$ cat src/rtl/serv_rf_dbg_arb.sv
// Debug-port arbiter for the SERV register-file RAM: turns 32-bit debug
// register reads/writes into width-bit RAM beats, always yielding to the CPU.
module serv_rf_dbg_arb #(
    parameter int width    = 8,
    parameter int csr_regs = 4,
    parameter int depth_l2 = $clog2((32 + csr_regs) * 32 / width)
) (
    input  logic                i_clk,
    input  logic                i_rst_n,
    input  logic [depth_l2-1:0] i_cpu_waddr,
    input  logic [width-1:0]    i_cpu_wdata,
    input  logic                i_cpu_wen,
    input  logic [depth_l2-1:0] i_cpu_raddr,
    input  logic                i_cpu_ren,
    output logic [width-1:0]    o_cpu_rdata,
    input  logic                i_halted,
    input  logic                i_dbg_req,
    input  logic                i_dbg_we,
    input  logic [5:0]          i_dbg_reg,
    input  logic [31:0]         i_dbg_wdata,
    output logic                o_dbg_ack,
    output logic                o_dbg_err,
    output logic [31:0]         o_dbg_rdata,
    output logic [depth_l2-1:0] o_ram_waddr,
    output logic [width-1:0]    o_ram_wdata,
    output logic                o_ram_wen,
    output logic [depth_l2-1:0] o_ram_raddr,
    output logic                o_ram_ren,
    input  logic [width-1:0]    i_ram_rdata
);

    localparam int beats  = 32 / width;
    localparam int beat_w = (beats > 1) ? $clog2(beats) : 1;
    localparam logic [6:0]        num_regs  = 7'(32 + csr_regs);
    localparam logic [beat_w-1:0] last_beat = beat_w'(beats - 1);

    typedef enum logic [2:0] {IDLE, RD, RD_LAST, WR, ACK} state_t;

    state_t              state;
    state_t              state_nxt;
    logic [beat_w-1:0]   beat;
    logic [5:0]          reg_q;
    logic [31:0]         wdata_q;
    logic [31:0]         rdata_q;
    logic                err_q;
    logic                rd_issued;
    logic                cpu_act;
    logic                dbg_go;
    logic                accept;
    logic                req_err;
    logic [depth_l2-1:0] dbg_addr;
    logic [width+31:0]   rd_shift;

    assign cpu_act  = i_cpu_wen | i_cpu_ren;
    assign dbg_go   = ((state == RD) || (state == WR)) && !cpu_act;
    assign accept   = (state == IDLE) && i_dbg_req;
    assign req_err  = !i_halted || ({1'b0, i_dbg_reg} >= num_regs);
    assign dbg_addr = depth_l2'(reg_q) * depth_l2'(beats) + depth_l2'(beat);
    // Beats arrive in ascending order, so shifting right lands beat 0 in the low bits.
    assign rd_shift = {i_ram_rdata, rdata_q};

    assign o_cpu_rdata = i_ram_rdata;
    assign o_dbg_ack   = (state == ACK);
    assign o_dbg_err   = err_q;
    assign o_dbg_rdata = rdata_q;

    always_comb begin
        state_nxt = state;
        case (state)
            IDLE: begin
                if (i_dbg_req) begin
                    if (req_err || (i_dbg_reg == 6'd0)) state_nxt = ACK;
                    else if (i_dbg_we)                  state_nxt = WR;
                    else                                state_nxt = RD;
                end
            end
            RD:      if (dbg_go && (beat == last_beat)) state_nxt = RD_LAST;
            RD_LAST: state_nxt = ACK;
            WR:      if (dbg_go && (beat == last_beat)) state_nxt = ACK;
            ACK:     state_nxt = IDLE;
            default: state_nxt = IDLE;
        endcase
    end

    always_comb begin
        o_ram_waddr = dbg_addr;
        o_ram_wdata = wdata_q[beat*width +: width];
        o_ram_raddr = dbg_addr;
        o_ram_wen   = 1'b0;
        o_ram_ren   = 1'b0;
        if (cpu_act) begin
            o_ram_waddr = i_cpu_waddr;
            o_ram_wdata = i_cpu_wdata;
            o_ram_wen   = i_cpu_wen;
            o_ram_raddr = i_cpu_raddr;
            o_ram_ren   = i_cpu_ren;
        end else if (dbg_go) begin
            o_ram_wen = (state == WR);
            o_ram_ren = (state == RD);
        end
    end

    always_ff @(posedge i_clk or negedge i_rst_n) begin
        if (!i_rst_n) begin
            state     <= IDLE;
            beat      <= '0;
            reg_q     <= '0;
            wdata_q   <= '0;
            rdata_q   <= '0;
            err_q     <= 1'b0;
            rd_issued <= 1'b0;
        end else begin
            state     <= state_nxt;
            rd_issued <= dbg_go && (state == RD);
            if (accept) begin
                reg_q   <= i_dbg_reg;
                wdata_q <= i_dbg_wdata;
                err_q   <= req_err;
                rdata_q <= '0;
                beat    <= '0;
            end else if (dbg_go) begin
                beat <= (beat == last_beat) ? '0 : beat + 1'b1;
            end
            if (rd_issued) rdata_q <= rd_shift[width +: 32];
        end
    end

endmodule

$ cat config.mk
export PLATFORM = sky130hd
export DESIGN_NAME = serv_rf_dbg_arb
export DESIGN_NICKNAME = d
export VERILOG_FILES = /design/src/rtl/serv_rf_dbg_arb.sv
export SDC_FILE = /design/constraint.sdc
export NUM_CORES = 1
export LEC_CHECK = 0
export ABC_CLOCK_PERIOD_IN_PS = 3300
export BUFFER_PORTS_ARGS = -buffer_cell sky130_fd_sc_hd__buf_2
export CAP_MARGIN = 20
export CORE_ASPECT_RATIO = 1.4
export CORE_MARGIN = 3
export CORE_UTILIZATION = 35
export DETAILED_ROUTE_END_ITERATION = 10
export PLACE_DENSITY_LB_ADDON = 0.15
export SLEW_MARGIN = 10
export SYNTH_ARGS = -nofsm -noshare
export SYNTH_HDL_FRONTEND = slang
export SYNTH_SLANG_ARGS = --single-unit
$ cat constraint.sdc
create_clock -name i_clk -period 3.3 [get_ports i_clk]
set_clock_uncertainty 0.15 [all_clocks]
set_input_delay 0.33 -clock i_clk [delete_from_list [all_inputs] [get_ports i_clk]]
set_output_delay 0.33 -clock i_clk [all_outputs]
set_load 0.005 [all_outputs]
==> flow_results.xml <==
<?xml version="1.0" encoding="UTF-8"?>
<metrics>
  <group name="outcome">
    <metric name="status" unit="">complete, no violations</metric>
  </group>
  <group name="die">
    <metric name="core_area" unit="um^2">10000</metric>
    <metric name="num_io_pins" unit="">145</metric>
    <metric name="row_count" unit="">43</metric>
    <metric name="design.die.area" unit="um^2">11600</metric>
    <metric name="die_boundary_width" unit="um">92.0</metric>
    <metric name="initial_utilization" unit="%">36.2</metric>
    <metric name="chipHeight" unit="um">126</metric>
  </group>
  <group name="sta">
    <metric name="slew_viol_final" unit="">0</metric>
    <metric name="maxClockFrequency" unit="MHz">421</metric>
    <metric name="final_period_minus_worst_setup_slack" unit="ns">2.38</metric>
    <metric name="report.final.hold_viol_count" unit="">0</metric>
    <metric name="totalNegativeSetupSlack" unit="ns">0</metric>
    <metric name="fin_ws" unit="ns">0.925</metric>
    <metric name="timing.max_slew.rel_slack" unit="%">34.9</metric>
    <metric name="final_min_period_over_clock_period" unit="%">72.0</metric>
    <metric name="rsz0062_at_grt" unit="">no</metric>
    <metric name="tightestPinTransition" unit="ns">0.977</metric>
    <metric name="final-setup-viol-count" unit="">0</metric>
  </group>
  <group name="critical_path">
    <metric name="crit_fanout" unit="">12</metric>
    <metric name="critPathSlowestCell" unit="">sky130_fd_sc_hd__dfrtp_1</metric>
    <metric name="worst-setup-path-type" unit="">flip-flop to output pin</metric>
    <metric name="critical_path.startpoint" unit="">beat[0]</metric>
    <metric name="critical_path.startpoint_type" unit="">flip-flop</metric>
    <metric name="cp_top_family" unit="">flip-flops</metric>
    <metric name="crit_top_cell" unit="">sky130_fd_sc_hd__nand2_1</metric>
    <metric name="worstPathBufferInverterCount" unit="">1</metric>
    <metric name="crit_arrival" unit="ns">1.90</metric>
    <metric name="critPathRequiredTime" unit="ns">2.82</metric>
    <metric name="worstPathCellList" unit="">mux4_2 &gt; nand2_1 &gt; nand2_1 &gt; buf_2</metric>
    <metric name="crit_path_max_incr_delay" unit="ns">0.73</metric>
    <metric name="worst_setup_path_end_kind" unit="">output pin</metric>
    <metric name="critical_path.reg2reg.startpoint" unit="">state[1]</metric>
  </group>
  <group name="clock_network">
    <metric name="cts_num_sinks" unit="">77</metric>
    <metric name="cts_htree_levels" unit="">3</metric>
    <metric name="cts.hold.buffers_added" unit="">0</metric>
    <metric name="clock_root_buffer_master" unit="">sky130_fd_sc_hd__clkbuf_16</metric>
    <metric name="post-cts-setup-buffers" unit="">0</metric>
    <metric name="cts_buffers" unit="">9</metric>
    <metric name="cts_repair_resize_count" unit="">0</metric>
    <metric name="worstSkewPairLatency" unit="ns">0.33</metric>
    <metric name="clock_tree.buffer_depth" unit="">2</metric>
    <metric name="tritoncts" unit="">yes</metric>
    <metric name="clk_transition_reported_paths" unit="ns">0.06</metric>
  </group>
  <group name="global_route">
    <metric name="grt_start_max_net_pins" unit="">78</metric>
    <metric name="grt_antenna_before_repair" unit="">0</metric>
    <metric name="overflow" unit="">0</metric>
    <metric name="vias_in_the_first_global_route" unit="">3195</metric>
    <metric name="grt_first_pass_wirelength" unit="um">15300</metric>
    <metric name="globalRouteTotalUtil" unit="%">16.3</metric>
  </group>
  <group name="logic_synthesis">
    <metric name="avgSynthCellArea" unit="um^2">8.48</metric>
    <metric name="synth_largest_area_cell" unit="">sky130_fd_sc_hd__dfrtp_1</metric>
    <metric name="synth_top_cells_by_area" unit="">sky130_fd_sc_hd__dfrtp_1, sky130_fd_sc_hd__nand2_1, sky130_fd_sc_hd__mux4_2</metric>
    <metric name="ys_ff_latch" unit="">77</metric>
    <metric name="synthDominantCellAreaShare" unit="%">53.2</metric>
    <metric name="netlist_instances" unit="">427</metric>
    <metric name="ys_seq_area_share" unit="%">53.2</metric>
    <metric name="mappedNetlistArea" unit="um^2">3620</metric>
    <metric name="synthesis.nets" unit="">505</metric>
    <metric name="warning_count_from_the_yosys_run" unit="">0</metric>
    <metric name="yosys.cell_types.count" unit="">30</metric>
  </group>
  <group name="power_and_ir_drop">
    <metric name="power.density_cell_area" unit="nW/um^2">721</metric>
    <metric name="leakagePower" unit="nW">2.60</metric>
    <metric name="total_power" unit="mW">3.41</metric>
    <metric name="power.ir.vdd_worst" unit="mV">0.303</metric>
  </group>
  <group name="drt">
    <metric name="routed_len_inst" unit="um">13.1</metric>
    <metric name="post-route-drc-count" unit="">0</metric>
    <metric name="detail_route.first_pass.iterations" unit="">4</metric>
    <metric name="vias" unit="">3191</metric>
    <metric name="routed_via_density" unit="">4.59</metric>
    <metric name="drtAntennaViolNets" unit="">0</metric>
    <metric name="drtIter0Drc" unit="">128</metric>
    <metric name="totalWireLength" unit="um">9140</metric>
  </group>
  <group name="place">
    <metric name="port_buffers" unit="">144</metric>
    <metric name="dpl_worst_slack" unit="ns">1.21</metric>
    <metric name="gp_routability_congestion" unit="">0.725</metric>
    <metric name="hpwlAfterDp" unit="um">6490</metric>
    <metric name="post_dp_cell_area" unit="um^2">4350</metric>
  </group>
  <group name="finish">
    <metric name="postLayoutCellArea" unit="um^2">4720</metric>
    <metric name="post_route_core_utilization" unit="%">47.2</metric>
    <metric name="proportion_of_layout_cells_with_a_drive_suffix_above_1" unit="%">32.3</metric>
    <metric name="antenna-diode-count" unit="">0</metric>
    <metric name="finish.net_count" unit="">633</metric>
    <metric name="area_growth_syn_to_layout" unit="%">30.4</metric>
  </group>
  <group name="worst_hold_path">
    <metric name="worst_hold_path_type" unit="">primary input to asynchronous set/reset pin</metric>
  </group>
  <group name="job">
    <metric name="timing.max_cap.violations" unit="">0</metric>
  </group>
</metrics>
[worst paths after layout]
check | endpoint | slack [ns] | cells after the start
setup / recovery | o_ram_wdata[3] | 0.92 | 4
min in group i_clk | wdata_q[5] | 0.04 | 3
hold reg to reg | wdata_q[24] | 0.32 | 2
setup reg to reg | wdata_q[20] | 1.37 | 4
hold / removal | o_dbg_rdata[28] | 0.003 | 1
max in group asynchronous | o_dbg_rdata[25] | 2.37 | 1
[per-stage QoR]
stage	cells	hold WS (ns)
after floorplan	427	-0.116
after global placement	678	0.301
after detailed placement	678	0.307
after CTS	694	0.0243
after global routing	695	0.0345
final	695	0.00323
[synthesized netlist by cell type]
master and n:
sky130_fd_sc_hd__xor2_1 1, sky130_fd_sc_hd__dfrtp_1 77, sky130_fd_sc_hd__o21ai_1 14, sky130_fd_sc_hd__a41o_1 1, sky130_fd_sc_hd__nand3b_2 1, sky130_fd_sc_hd__nor3b_1 1, sky130_fd_sc_hd__buf_6 5, sky130_fd_sc_hd__o22ai_1 2
sky130_fd_sc_hd__o21ai_0 20, sky130_fd_sc_hd__buf_1 1, sky130_fd_sc_hd__or2_2 1, sky130_fd_sc_hd__mux4_2 8, sky130_fd_sc_hd__or2b_1 1, sky130_fd_sc_hd__o41ai_2 1, sky130_fd_sc_hd__inv_1 3, sky130_fd_sc_hd__clkbuf_1 11
sky130_fd_sc_hd__nand2_1 246, sky130_fd_sc_hd__buf_4 8, sky130_fd_sc_hd__nand2b_1 1, sky130_fd_sc_hd__o31ai_1 1, sky130_fd_sc_hd__a21boi_2 1, sky130_fd_sc_hd__a21oi_1 4, sky130_fd_sc_hd__buf_2 8, sky130_fd_sc_hd__or3_4 1
sky130_fd_sc_hd__nor2_1 4, sky130_fd_sc_hd__ha_1 1, sky130_fd_sc_hd__nor4b_4 1, sky130_fd_sc_hd__nor2_2 1, sky130_fd_sc_hd__a31o_1 1, sky130_fd_sc_hd__nor3_1 1
[power breakdown]
part,total [mW],internal [mW],switching (mW)
Clock,1.10,0.743,0.361
Sequential,1.44,1.23,0.210
Combinational,0.862,0.399,0.464
[layer usage]
metal	part of all wire [%]	wire length, um	global-route usage [%]
met5	0	0	0
met4	1.3	123	6.04
met3	6.8	617	4.21
met2	50	4560	28.2
met1	42	3830	19.4
[logic make-up after synthesis]
group,after synthesis,synth area share [%]
AO/OA/AOI/OAI,45,7.08
XOR/XNOR,1,0.242
adder cells (fa/ha/maj),1,0.345
buffers and inverters,36,5.87
flip-flops,77,53.2
multiplexers,8,4.98
AND/OR/NAND/NOR,259,28.3
[worst register-to-register path, cell delays in order, from the launching register on]
cell	delay [ns]
sky130_fd_sc_hd__dfrtp_1	0.49
sky130_fd_sc_hd__nor4b_4	0.60
sky130_fd_sc_hd__buf_4	0.43
sky130_fd_sc_hd__nand2_1	0.12
sky130_fd_sc_hd__nand2_1	0.07
[registers in the layout (all words and copies together) (netlist names)]
register and flops:
state 3, rd_issued 1, reg_q 6, wdata_q 32
beat 2, o_dbg_rdata 32, o_dbg_err 1
[placed cells by master, fill, tap and decap left out, drive strengths merged]
| master | synthesis | final |
|---|---|---|
| mux4 | 8 | 8 |
| a31o | 1 | 1 |
| buf | 22 | 150 |
| nor4b | 1 | 1 |
| nand3b | 1 | 1 |
| nor3b | 1 | 1 |
| a21boi | 1 | 1 |
| inv | 3 | 3 |
| a41o | 1 | 1 |
| clkbuf | 11 | 13 |
| o31ai | 1 | 1 |
| o41ai | 1 | 1 |
| a21oi | 4 | 4 |
| or3 | 1 | 1 |
| dfrtp | 77 | 77 |
| nand2 | 246 | 246 |
| or2 | 1 | 1 |
| ha | 1 | 1 |
| nand2b | 1 | 1 |
| nor2 | 5 | 5 |
| o22ai | 2 | 2 |
| xor2 | 1 | 1 |
| bufinv | 0 | 2 |
| clkinv | 0 | 1 |
| o21ai | 34 | 34 |
| nor3 | 1 | 1 |
| or2b | 1 | 1 |
[final cells by class]
class	count	area, um^2
sequential	77	1930
timing repair buffer	150	788
multi-input combinational	314	1480
clock inverter	3	65.1
fill	1022	5290
tap	135	169
clock buffer	13	280
inverter	3	11.3
Power figures use the tool's default switching activity.
